### src/rtl/ks_pkg.sv
// Shared types and elaboration-time helpers for the pipelined Kogge-Stone adder.
// Latency: n/a (package only).
// Backpressure: n/a (package only).
// Contents: mode_e (ADD/SUB), log2_levels(width), num_stages(width, levels_per_stage).
package ks_pkg;

  typedef enum logic {
    MODE_ADD = 1'b0,
    MODE_SUB = 1'b1
  } mode_e;

  // Number of Kogge-Stone prefix levels for a power-of-two width.
  function automatic int log2_levels(input int w);
    int n;
    n = 0;
    while ((1 << n) < w) n++;
    return n;
  endfunction

  // Prefix pipeline stages when each stage holds up to 'sl' levels.
  function automatic int num_stages(input int w, input int sl);
    int lv;
    lv = log2_levels(w);
    return (lv + sl - 1) / sl;
  endfunction

endpackage

### src/rtl/ks_prefix_level.sv
// One combinational Kogge-Stone prefix level at combine distance DIST.
// Latency: 0 cycles (pure combinational).
// Backpressure: none; the enclosing pipeline registers handle stalls.
// Ports: g_in/p_in incoming group generate/propagate, g_out/p_out combined groups.
module ks_prefix_level #(
  parameter int WIDTH = 32,
  parameter int DIST  = 1
) (
  input  logic [WIDTH-1:0] g_in,
  input  logic [WIDTH-1:0] p_in,
  output logic [WIDTH-1:0] g_out,
  output logic [WIDTH-1:0] p_out
);

  for (genvar i = 0; i < WIDTH; i++) begin : bit_g
    if (i >= DIST) begin : comb
      assign g_out[i] = g_in[i] | (p_in[i] & g_in[i-DIST]);
      assign p_out[i] = p_in[i] & p_in[i-DIST];
    end else begin : pass
      // Low bits already span down to the carry-in; nothing left to combine.
      assign g_out[i] = g_in[i];
      assign p_out[i] = p_in[i];
    end
  end

endmodule

### src/rtl/kogge_stone_pipe.sv
// Pipelined Kogge-Stone add/subtract with valid/ready handshake on both sides.
// Latency: NS+1 edges from accept to out_valid (NS = ceil(log2(WIDTH)/STAGE_LEVELS)).
// Backpressure: global enable; a stalled output freezes every stage and drops in_ready.
// Ports: in_valid/in_ready + a, b, cin, mode (0 ADD, 1 SUB) in; out_valid/out_ready + sum, cout out.
// Optional: define KOGGE_STONE_PIPE_OVF_EN to add output ovf (signed overflow, aligned with sum).
module kogge_stone_pipe
  import ks_pkg::*;
#(
  parameter int WIDTH        = 32,
  parameter int STAGE_LEVELS = 1
) (
  input  logic             clk,
  input  logic             rst_n,
  input  logic             in_valid,
  output logic             in_ready,
  input  logic [WIDTH-1:0] a,
  input  logic [WIDTH-1:0] b,
  input  logic             cin,
  input  logic             mode,
  output logic             out_valid,
  input  logic             out_ready,
  output logic [WIDTH-1:0] sum,
  output logic             cout
`ifdef KOGGE_STONE_PIPE_OVF_EN
  ,
  output logic             ovf
`endif
);

  localparam int LV = log2_levels(WIDTH);
  localparam int NS = num_stages(WIDTH, STAGE_LEVELS);

  logic en;
  assign en       = !out_valid || out_ready;
  assign in_ready = en;

  // Operand preparation: subtraction is a + ~b + 1.
  mode_e            md;
  logic [WIDTH-1:0] bx;
  logic [WIDTH-1:0] g0;
  logic [WIDTH-1:0] p0;
  logic             cin_eff;

  assign md      = mode_e'(mode);
  assign bx      = (md == MODE_SUB) ? ~b : b;
  assign cin_eff = (md == MODE_SUB) ? 1'b1 : cin;
  assign g0      = a & bx;
  assign p0      = a ^ bx;

  // Stage registers. gv/pv are the prefix vectors shifted up one place so that
  // index 0 holds the carry-in as bit -1; index j then resolves to the carry
  // into bit j. The top bit's g/p stay outside the tree (gm, p[WIDTH-1]) and
  // are folded in at the sum stage to form cout.
  for (genvar s = 0; s < NS; s++) begin : stg
    logic             vld;
    logic [WIDTH-1:0] gv;
    logic [WIDTH-1:0] pv;
    logic [WIDTH-1:0] p;
    logic             gm;

    logic             vld_d;
    logic [WIDTH-1:0] gv_d;
    logic [WIDTH-1:0] pv_d;
    logic [WIDTH-1:0] p_d;
    logic             gm_d;

    if (s == 0) begin : src
      assign vld_d = in_valid;
      assign gv_d  = {g0[WIDTH-2:0], cin_eff};
      assign pv_d  = {p0[WIDTH-2:0], 1'b0};
      assign p_d   = p0;
      assign gm_d  = g0[WIDTH-1];
    end else begin : chain
      assign vld_d = stg[s-1].vld;
      assign gv_d  = lvl[s*STAGE_LEVELS-1].go;
      assign pv_d  = lvl[s*STAGE_LEVELS-1].po;
      assign p_d   = stg[s-1].p;
      assign gm_d  = stg[s-1].gm;
    end

    always_ff @(posedge clk or negedge rst_n) begin
      if (!rst_n) begin
        vld <= 1'b0;
      end else if (en) begin
        vld <= vld_d;
      end
    end

    always_ff @(posedge clk) begin
      if (en) begin
        gv <= gv_d;
        pv <= pv_d;
        p  <= p_d;
        gm <= gm_d;
      end
    end
  end

  // Prefix levels: the first level of each stage reads that stage's register,
  // the rest chain combinationally from the previous level.
  for (genvar k = 0; k < LV; k++) begin : lvl
    logic [WIDTH-1:0] gi;
    logic [WIDTH-1:0] pi;
    logic [WIDTH-1:0] go;
    logic [WIDTH-1:0] po;

    if ((k % STAGE_LEVELS) == 0) begin : from_reg
      assign gi = stg[k/STAGE_LEVELS].gv;
      assign pi = stg[k/STAGE_LEVELS].pv;
    end else begin : from_lvl
      assign gi = lvl[k-1].go;
      assign pi = lvl[k-1].po;
    end

    ks_prefix_level #(
      .WIDTH(WIDTH),
      .DIST (1 << k)
    ) u_level (
      .g_in (gi),
      .p_in (pi),
      .g_out(go),
      .p_out(po)
    );
  end

  // Sum stage shares the last prefix stage's cycle so the output register is
  // the final pipeline bank.
  logic [WIDTH-1:0] carry;
  logic [WIDTH-1:0] sum_d;
  logic             cout_d;
  logic             fin_vld;
  logic             unused_p;

  assign carry    = lvl[LV-1].go;
  assign fin_vld  = stg[NS-1].vld;
  assign sum_d    = stg[NS-1].p ^ carry;
  assign cout_d   = stg[NS-1].gm | (stg[NS-1].p[WIDTH-1] & carry[WIDTH-1]);
  // Full-span propagate includes the zero at bit -1, so it carries no information.
  assign unused_p = ^lvl[LV-1].po;

`ifdef KOGGE_STONE_PIPE_OVF_EN
  logic ovf_d;
  assign ovf_d = carry[WIDTH-1] ^ cout_d;
`endif

  always_ff @(posedge clk or negedge rst_n) begin
    if (!rst_n) begin
      out_valid <= 1'b0;
      sum       <= '0;
      cout      <= 1'b0;
`ifdef KOGGE_STONE_PIPE_OVF_EN
      ovf       <= 1'b0;
`endif
    end else if (en) begin
      out_valid <= fin_vld;
      // Bubbles leave the previous result in place.
      if (fin_vld) begin
        sum  <= sum_d;
        cout <= cout_d;
`ifdef KOGGE_STONE_PIPE_OVF_EN
        ovf  <= ovf_d;
`endif
      end
    end
  end

endmodule
### config.mk
export PLATFORM = sky130hd
export DESIGN_NAME = kogge_stone_pipe
export DESIGN_NICKNAME = d
export VERILOG_FILES = /design/src/rtl/ks_pkg.sv /design/src/rtl/ks_prefix_level.sv /design/src/rtl/kogge_stone_pipe.sv
export SDC_FILE = /design/constraint.sdc
export NUM_CORES = 1
export LEC_CHECK = 0
export CELL_PAD_IN_SITES_DETAIL_PLACEMENT = 0
export CELL_PAD_IN_SITES_GLOBAL_PLACEMENT = 1
export CORE_ASPECT_RATIO = 1.75
export CORE_MARGIN = 5
export CORE_UTILIZATION = 30
export DETAILED_ROUTE_END_ITERATION = 7
export GPL_ROUTABILITY_DRIVEN = 1
export PLACE_DENSITY_LB_ADDON = 0.1
export RECOVER_POWER = 25
export SETUP_SLACK_MARGIN = 0.5
export SLEW_MARGIN = 20
export SYNTH_ARGS = -nofsm -noshare
export SYNTH_HDL_FRONTEND = slang
export SYNTH_SLANG_ARGS = --single-unit
### constraint.sdc
create_clock -name clk -period 17.6 [get_ports clk]
set_clock_uncertainty 0.1 [all_clocks]
set_input_delay 1.76 -clock clk [delete_from_list [all_inputs] [get_ports clk]]
set_output_delay 1.76 -clock clk [all_outputs]
set_load 0.01 [all_outputs]
# Word level (Yosys, flattened, before mapping)
# Cells that the tools add are included.
# word_totals
word_cells	395
out_inout_bits	35
inputBits	70
ff_bits	493
# op_classes
reduce_logical	3
muxes	1
bitwise_logic	362
# op_table
cell	count
AND 1 bit	228
OR 1 bit	130
XOR 32 bit	2
AND 32 bit	1
two-way mux 32 bit	1
NOT 32 bit	1
AND reduction 2 bit	1
logical NOT 1 bit	1
logical OR 1 bit	1

# Longest topological paths before layout
# Gate-level depths: netlist of the first run.
# logic_depth
word_depth	4
mapped_depth	7
ltp_nobuf	4

# Hierarchy
# From an unflattened synthesis of the first run, not the netlist that was laid out.
# hier_totals
cells_unflattened	1000
area_unflattened_um2	18376.4
# by_module_without_submodules
mod	area_per_inst_um2	cells_each	seq_area_each_um2	n_inst
kogge_stone_pipe	16085.4	680	14579.0	1
ks_prefix_level (lvl[4].u_level)	480.5	64	0.0	1
ks_prefix_level (lvl[3].u_level)	466.7	64	0.0	1
ks_prefix_level (lvl[2].u_level)	452.9	64	0.0	1
ks_prefix_level (lvl[1].u_level)	446.7	64	0.0	1
ks_prefix_level (lvl[0].u_level)	444.2	64	0.0	1

# Worst setup path after synthesis of the first run
# No wires, ideal clock.
# synth_path
path_type	in2out
from	input out_ready
to	output in_ready
cell_stages	3
slack_ps	2067
required_time_ps	15740
n_path_buf	2
arrival_ps	13673
path_cell_list	nand2b_4 -> buf_6 -> clkbuf_1
# synth_between
elab_chain_len	1
# synth_rtl
element	line	source
start, declared	kogge_stone_pipe.sv:21	input logic out_ready,
logical OR 1 bit	kogge_stone_pipe.sv:34	assign en = !out_valid || out_ready;
end, declared	kogge_stone_pipe.sv:15	output logic in_ready,
# Every way passes these cells.

# Final worst setup path of the first run
# Ends and elaborated chain as after synthesis.

==> impl_metrics.tcl, run 1 <==
set metrics [dict create \
    outcome "finished, final reports clean" \
    clkSlewWorstSetupHoldPaths_ps 70 \
    die_w_um 189 \
    critPathMaxStageDelay_ps 680 \
    crit_type "input port to output pin" \
    top_usage_layer "met2" \
    yosys_warnings 0 \
    post_cts_buffers 0 \
    synth-edff-count 423 \
    min_period_ps 5410 \
    yosysUniqueCellTypes 18 \
    synthesis.area_um2 16800 \
    yosysMostFrequentCell "edfxtp_1" \
    slew_headroom_pct 17.2 \
    io_buffers 104 \
    numCtsBuffers 44 \
    cp-end-kind "output pin" \
    synth_common_cells "423 x edfxtp_1, 114 x a21o_1, 98 x and2_1" \
    detail-route-antenna-nets 0 \
    synth_fp_nets 961 \
    syn_avg_cell_area_um2 19.5 \
    min_path_cells 0 \
    gr-total-overflow 0 \
    hold-worst-slack_ps 316 \
    dr.pass1.iters 4 \
    dr_total_vias 7205 \
    diodes 0 \
    cts_buffer_depth 3 \
    cp.arrival_ps 3550 \
    grt_pass1_wl_mm 49.0 \
    r2r_end "stg[1].p[25]" \
    hold_buffers 0 \
    worstHoldStart "stg[1].p[16]" \
    synth_top_area_share_pct 75.7 \
    r2r_start "out_valid" \
    postSynthCellCount 858 \
    area_growth_pct 19.7 \
    critPathBufInv 2 \
    nets 1102 \
    synth_seq_area_share_pct 81.6 \
    rsz0062_at_grt "no" \
    hold_class "register to register" \
    core_um2 55300 \
    grt_max_degree 183 \
    vias_per_cell 4.17 \
    crit_top_cell "clkdlybuf4s50_1" \
    max-cap-violations 0 \
    grt_pass1_vias 8030 \
    final_hold_viol_count 0 \
    worst_pin_slew_ps 1240 \
    slowest_stage "clkdlybuf4s50_1" \
    synthTopCellsByArea "edfxtp_1 76%, dfrtp_1 5.8%, a21o_1 5.1%" \
    dp_hpwl_mm 22.1 \
    required_ps 15740 \
    dieArea_um2 60900 \
    drt_iter0_markers 284 \
    cp-start-kind "input port" \
    crit_family "buffers and inverters" \
    setup_viol 0 \
    cts-root-buf "clkbuf_16" \
    rows 114 \
    dieHeight_um 323 \
    postCtsResizedCells 0 \
    p_leak_nw 7.53 \
    post-route-period-util_pct 30.7 \
    fmax_mhz 185 \
    antenna_found_initial 0 \
    p_total_w 0.00350 \
    drt-total-wl_mm 31.8 \
    min_to "stg[2].p[16]" \
    rrSetupSlack_ps 14290 \
    start_util_pct 30.3 \
    fill_cells 5267 \
    use_met3_pct 1.98 \
    cp_max_fo 55 \
    vdd_drop_max_v 0.0000637 \
    placed_area_um2 18600 \
    gp_congestion 0.715 \
    final_cell_area_um2 20100 \
    ios 105 \
    drive_gt1_share_pct 9.11 \
    use_met1_pct 12.4 \
    yosys_most_used_dff "edfxtp_1" \
    h-tree-depth 2 \
    grt_use_total_pct 10.6 \
    r2r_cells 3 \
    clock_sinks 462 \
    cts_tree "built" \
    powerDensity_nw_per_um2 174 \
    clk_latency_ps 550 \
    wl_per_cell_um 18.4 \
    synth-seq-cells 462 \
    fin_tns_setup_ps 0 \
    drc 0 \
    async_flop_share_pct 8.44 \
    synth_top_area_cell "edfxtp_1" \
    crit_path_cell_trace "clkdlybuf4s50_1, nand2b_4, clkdlybuf4s50_1" \
    grtUsageMet2_pct 19.4 \
    drv_slew 0 \
]
## cells by family (layout without fill, tap and decap cells)
group	after synthesis	in the layout	share of synthesized area (%)
adder cells (fa/ha/maj)	33	33	2.46
multiplexers	21	21	1.68
buffers and inverters	13	187	0.545
AND/OR/NAND/NOR	103	103	3.89
XOR/XNOR	63	63	3.29
flip-flops	462	462	81.6
AO/OA/AOI/OAI	163	163	6.57
## flip-flops by register name, indices dropped and copies added (netlist names)
register,count
stg.gm,5
stg.vld,4
sum,32
lvl.pi,98
stg.p,160
lvl.gi,160
fin_vld,1
out_valid,1
cout,1
## metrics by stage
step | worst slack (ps) | instances | util, %
CTS | 12140 | 1728 | 36.3
finish | 12190 | 1728 | 36.3
global route | 12090 | 1728 | 36.3
global placement | 12150 | 1649 | 33.6
detailed placement | 12160 | 1649 | 33.6
floorplan | 2070 | 858 | -
## worst max path at each step
stage               from        to  depth (start not counted)
2_1_floorplan  out_ready  in_ready                          3
3_3_place_gp   out_ready  in_ready                          3
3_5_place_dp   out_ready  in_ready                          3
4_1_cts        out_ready  in_ready                          3
5_1_grt        out_ready  in_ready                          3
6_report       out_ready  in_ready                          3
## cells in the final DEF, fill, tap and decap left out, types with 2 or more instances in the layout
cell               n
edfxtp_1         423
a21o_1           114
clkdlybuf4s50_1  102
and2_1            68
a21oi_1           49
clkbuf_16         45
dfrtp_1           39
ha_1              33
xor2_1            32
xnor2_1           31
and2_0            30
mux2_4            12
mux2_2             9
clkinv_1           8
clkinv_2           8
clkbuf_1           7
bufinv_16          6
clkinvlp_4         4
buf_4              3
buf_2              2
## report_power, final
group / switching, W / total, W / internal, W
Clock: 0.000399 / 0.000956 / 0.000557
Sequential: 0.000246 / 0.00199 / 0.00174
Combinational: 0.000273 / 0.000552 / 0.000279
## area by class of cell
cell class	count	area [um^2]	share of cell area (%)
Tap cell	696	871	4.34
Clock buffer	52	1150	5.74
Timing Repair Buffer	108	1070	5.35
Sequential cell	462	13700	68.2
Multi-Input combinational cell	383	3000	14.9
Clock inverter	27	297	1.48
## routing by layer
layer  part of all wire (%)  up-vias
met5                      0        -
met4                    2.4        0
met3                    3.7       41
met2                     53      136
met1                     41     3485
li1                       -     3543
No activity file was read; power rests on OpenSTA's default activity.
==> inputs of run 2 (changes only) <==
- clock period: 17.6 -> 4.9 ns (I/O delays scaled with it)
==> run 2 against run 1 <==
Clock-buffer cell count grew 2. Via count shrank 0.46%. Combinational power increased to 3.7 times the previous value. Die area did not move. Total power rose to 3.6 times the previous value. Largest cell class unchanged. Cell count hardly changed. The flow now finishes with violations (max-capacitance violations, max-slew violations). Clock power rose to 3.6 times the previous value. Critical path type is now input port to asynchronous set/reset pin. Non-clock buffer count is 3 higher. Register-to-register slack worse by 12000 ps. Utilization grew 0.059 points. Global-route usage is 0.10 points lower.
==> impl_metrics.tcl, run 2 (synthesized netlist as in run 1, its figures left out) <==
set metrics [dict create \
    outcome "complete, but fails checks" \
    violations "max-capacitance violations, max-slew violations" \
    clk_latency_ps 540 \
    slowest_stage "clkbuf_1" \
    io_buffers 104 \
    powerDensity_nw_per_um2 626 \
    clock_sinks 462 \
    core_um2 55300 \
    rows 114 \
    h-tree-depth 2 \
    slew_headroom_pct -13.0 \
    vias_per_cell 4.15 \
    clkSlewWorstSetupHoldPaths_ps 60 \
    timing.final.ws_setup_ps 2360 \
    grt_max_degree 176 \
    vdd_drop_max_v 0.000250 \
    mostFrequentLayoutCell "edfxtp_1" \
    max-cap-violations 1 \
    min_period_ps 2540 \
    area_growth_pct 19.9 \
    hold_class "register to register" \
    critPathMaxStageDelay_ps 1270 \
    required_ps 5130 \
    dr.pass1.iters 4 \
    grt_use_total_pct 10.5 \
    cp-start-kind "input port" \
    crit_top_cell "clkbuf_1" \
    diodes 0 \
    gr-total-overflow 0 \
    ios 105 \
    drv_slew 30 \
    cts-root-buf "clkbuf_16" \
    layout.cells.most_common_list "423 x edfxtp_1, 114 x a21o_1, 102 x clkdlybuf4s50_1, 85 x and2_1, 49 x a21oi_1" \
    multiInputGateArea_um2 3000 \
    cp-end-kind "asynchronous set/reset pin" \
    worst_pin_slew_ps 1690 \
    dieHeight_um 323 \
    detail-route-antenna-nets 0 \
    fmax_mhz 394 \
    fin_tns_setup_ps 0 \
    cts_tree "built" \
    fill_cells 5198 \
    postCtsResizedCells 0 \
    critPathBufInv 3 \
    antenna_found_initial 0 \
    dieArea_um2 60900 \
    grt_pass1_wl_mm 48.6 \
    crit_type "input port to asynchronous set/reset pin" \
    crit_family "buffers and inverters" \
    dr_total_vias 7172 \
    wl_per_cell_um 18.2 \
    p_leak_nw 7.56 \
    nets 1105 \
    grt_pass1_vias 7928 \
    numCtsBuffers 44 \
    start_util_pct 30.3 \
    drive_gt1_share_pct 8.81 \
    cts_buffer_depth 3 \
    drt-total-wl_mm 31.5 \
    rsz0062_at_grt "no" \
    dp_hpwl_mm 21.7 \
    crit_path_cell_trace "dlygate4sd3_1, clkbuf_1, clkbuf_1" \
    hold-worst-slack_ps 315 \
    post-place-ws_ps 2000 \
    drc 0 \
    regArea_um2 13700 \
    final_hold_viol_count 0 \
    post-route-period-util_pct 51.8 \
    cp.arrival_ps 2770 \
    gp_congestion 0.705 \
    die_w_um 189 \
    cp_max_fo 29 \
    setup_viol 0 \
    drt_iter0_markers 399 \
]
[run 2: power breakdown]
group          switching [W]  internal (W)  total (W)
Clock                0.00139       0.00205    0.00344
Sequential          0.000855       0.00626    0.00712
Combinational        0.00101       0.00102    0.00203
Total                0.00326       0.00933     0.0126
[run 2: area by class of cell]
type | count | area share [%]
Tap cell | 696 | 4.33
Clock buffer | 54 | 5.77
Timing Repair Buffer | 111 | 5.50
Sequential cell | 462 | 68.0
Multi-Input combinational cell | 383 | 14.9
Clock inverter | 23 | 1.44
[run 2: final timing paths]
kind | startpoint | cells past startpoint | slack, ps | to
max in group clk | out_ready | 3 | 2380 | in_ready
min in group asynchronous | rst_n | 2 | 370 | sum[3]
hold reg to reg | stg[2].p[24] | 0 | 310 | stg[3].p[24]
setup reg to reg | out_valid | 3 | 2660 | lvl[0].gi[0]
hold / removal | stg[2].p[24] | 0 | 310 | stg[3].p[24]
setup / recovery | rst_n | 3 | 2360 | sum[29]
[run 2: repair_timing]
item / CTS / global route
hold endpoints to repair: 0 / 10
hold buffers: 0 / 1
setup buffers: 0 / 0
[run 2: layer usage]
layer  track usage, %  routed length [um]  vias up
li1                 -                   -     3541
met1             12.6               12900     3441
met2             18.9               16700      143
met3             1.99                1170       47
met4             3.31                 682        0
met5                0                   0        -
[run 2: through the flow]
stage / power (W) / instance area (um^2) / util [%] / instances
final: 0.0126 / 20100 / 36.3 / 1729
after global routing: 0.0133 / 20100 / 36.3 / 1729
after CTS: 0.0129 / 20100 / 36.3 / 1727
after detailed placement: 0.00937 / 18600 / 33.7 / 1650
after global placement: 0.00934 / 18600 / 33.7 / 1650
after floorplan: 0.00816 / 16800 / - / 858
==> inputs of run 3 (changes only) <==
- clock period: 4.9 -> 2.7 ns (I/O delays scaled with it)
==> run 3 against run 2 <==
The flow now finishes without violations. Worst hold slack worse by 32 ps. Sequential share of layout area barely moved. Final area is essentially flat. Clock power grew 72%. Clock-buffer cell count is 1 lower. Via count shrank 0.26%. Critical path depth decreased by 2. First-iteration DRC count down 17%. Sequential power rose by 83%. Cell count grew 0.12%. Routed wire length up 0.86%. Die area unchanged. Largest cell class unchanged. Largest power group unchanged. Highest routed layer unchanged.
==> impl_metrics.tcl, run 3 (synthesized netlist as in run 1, its figures left out) <==
set metrics [dict create \
    p_leak_nw 7.57 \
    grt_use_total_pct 10.7 \
    outcome "finished, final reports clean" \
    drv_slew 0 \
    rows 114 \
    slowest_stage "clkdlybuf4s50_1" \
    setup_viol 0 \
    final_cells 1731 \
    dpl.cell_count 1654 \
    hold_class "input port to register" \
    min_path_cells 2 \
    io_buffers 104 \
    cts-root-buf "clkbuf_16" \
    crit_family "buffers and inverters" \
    dr_total_vias 7153 \
    drive_gt1_share_pct 9.37 \
    clock_sinks 462 \
    nets 1107 \
    required_ps 2330 \
    drc 0 \
    critPathMaxStageDelay_ps 600 \
    dp_hpwl_mm 22.6 \
    vias_per_cell 4.13 \
    critPathLaunch "cout" \
    min_to "stg[0].vld" \
    numCtsBuffers 43 \
    gp_congestion 0.707 \
    layout.cells.most_common_list "423 x edfxtp_1, 114 x a21o_1, 101 x clkdlybuf4s50_1, 70 x and2_1, 49 x a21oi_1" \
    final_hold_viol_count 0 \
    r2r_start "out_valid" \
    die_w_um 189 \
    min_period_ps 1880 \
    clkSlewWorstSetupHoldPaths_ps 60 \
    multiInputGateArea_um2 3000 \
    fill_cells 5175 \
    r2r_end "lvl[0].gi[6]" \
    wl_per_cell_um 18.3 \
    regArea_um2 13700 \
    clk_latency_ps 540 \
    detail-route-antenna-nets 0 \
    h-tree-depth 2 \
    dieArea_um2 60900 \
    powerDensity_nw_per_um2 1120 \
    fmax_mhz 533 \
    slew_headroom_pct 27.7 \
    dieHeight_um 323 \
    gr-total-overflow 0 \
    timing.final.ws_setup_ps 825 \
    mostFrequentLayoutCell "edfxtp_1" \
    crit_path_cell_trace "clkdlybuf4s50_1" \
    area_growth_pct 19.9 \
    grt_pass1_vias 8058 \
    fin_tns_setup_ps 0 \
    p_total_w 0.0226 \
    worstHoldStart "in_valid" \
    vdd_drop_max_v 0.000442 \
    post_cts_buffers 0 \
    r2r_cells 2 \
    max-cap-violations 0 \
    grt_max_degree 154 \
    drt-total-wl_mm 31.8 \
    grt_pass1_wl_mm 50.1 \
    cp-end-kind "output pin" \
    cp-start-kind "register" \
    cts_buffer_depth 3 \
    post-route-period-util_pct 69.5 \
    cp.arrival_ps 1510 \
    worst_pin_slew_ps 1080 \
    rrSetupSlack_ps 980 \
    core_um2 55300 \
    hold-worst-slack_ps 282 \
    drt_iter0_markers 332 \
    dr.pass1.iters 4 \
    post-place-ws_ps 634 \
    ios 105 \
    antenna_found_initial 0 \
    rsz0062_at_grt "no" \
    cp_max_fo 2 \
    crit_type "register to output pin" \
    diodes 0 \
    start_util_pct 30.3 \
    critPathBufInv 1 \
    cts_tree "built" \
]
run 3: cell count changes in the layout (fill, tap and decap cells not counted), moves of 2 or more:
cell        previous run  this run
and2_0                13        28
and2_1                85        70
clkinv_2               5        11
buf_12                 2         6
bufinv_16              7         4
clkbuf_1              11         8
clkinvlp_4             3         1
run 3: per-layer routing:
layer	GRT usage, %	part of all wire [%]
met1	12.8	41
met2	19.3	52
met3	2.07	4.2
met4	3.44	2.7
met5	0	0
run 3: worst max-delay path by stage:
stage,endpoint,slack (ps),depth (start not counted)
2_1_floorplan,lvl[0].gi[0],460,3
3_3_place_gp,stg[0].p[28],630,4
3_5_place_dp,stg[0].p[29],630,4
4_1_cts,in_ready,740,2
5_1_grt,in_ready,680,2
6_report,cout,820,1
run 3: report_power, final:
group,switching (W),total (W),leakage (nW),internal (W)
clock network,0.00250,0.00592,0.677,0.00342
logic,0.00180,0.00369,2.15,0.00190
registers,0.00161,0.0130,4.74,0.0113
run 3: what timing repair did:
| item | in CTS | in global routing |
|---|---|---|
| endpoints found under the setup margin | 1 | 0 |
| gates resized for setup | 1 | 0 |
| hold endpoints to repair | 39 | 0 |
| hold buffers | 1 | 0 |
run 3: final cells by class:
class                      instances  share of cell area (%)
clock inverter                    23                    1.06
multi-input combinational        383                    14.9
sequential                       462                    68.1
tap                              696                    4.33
timing repair buffer             114                    5.87
clock buffer                      53                    5.75
run 3: through the flow:
step / utilization, % / instance area [um^2]
2_1_floorplan: - / 16800
3_3_place_gp: 33.8 / 18700
3_5_place_dp: 33.8 / 18700
4_1_cts: 36.3 / 20100
5_1_grt: 36.3 / 20100
6_report: 36.3 / 20100
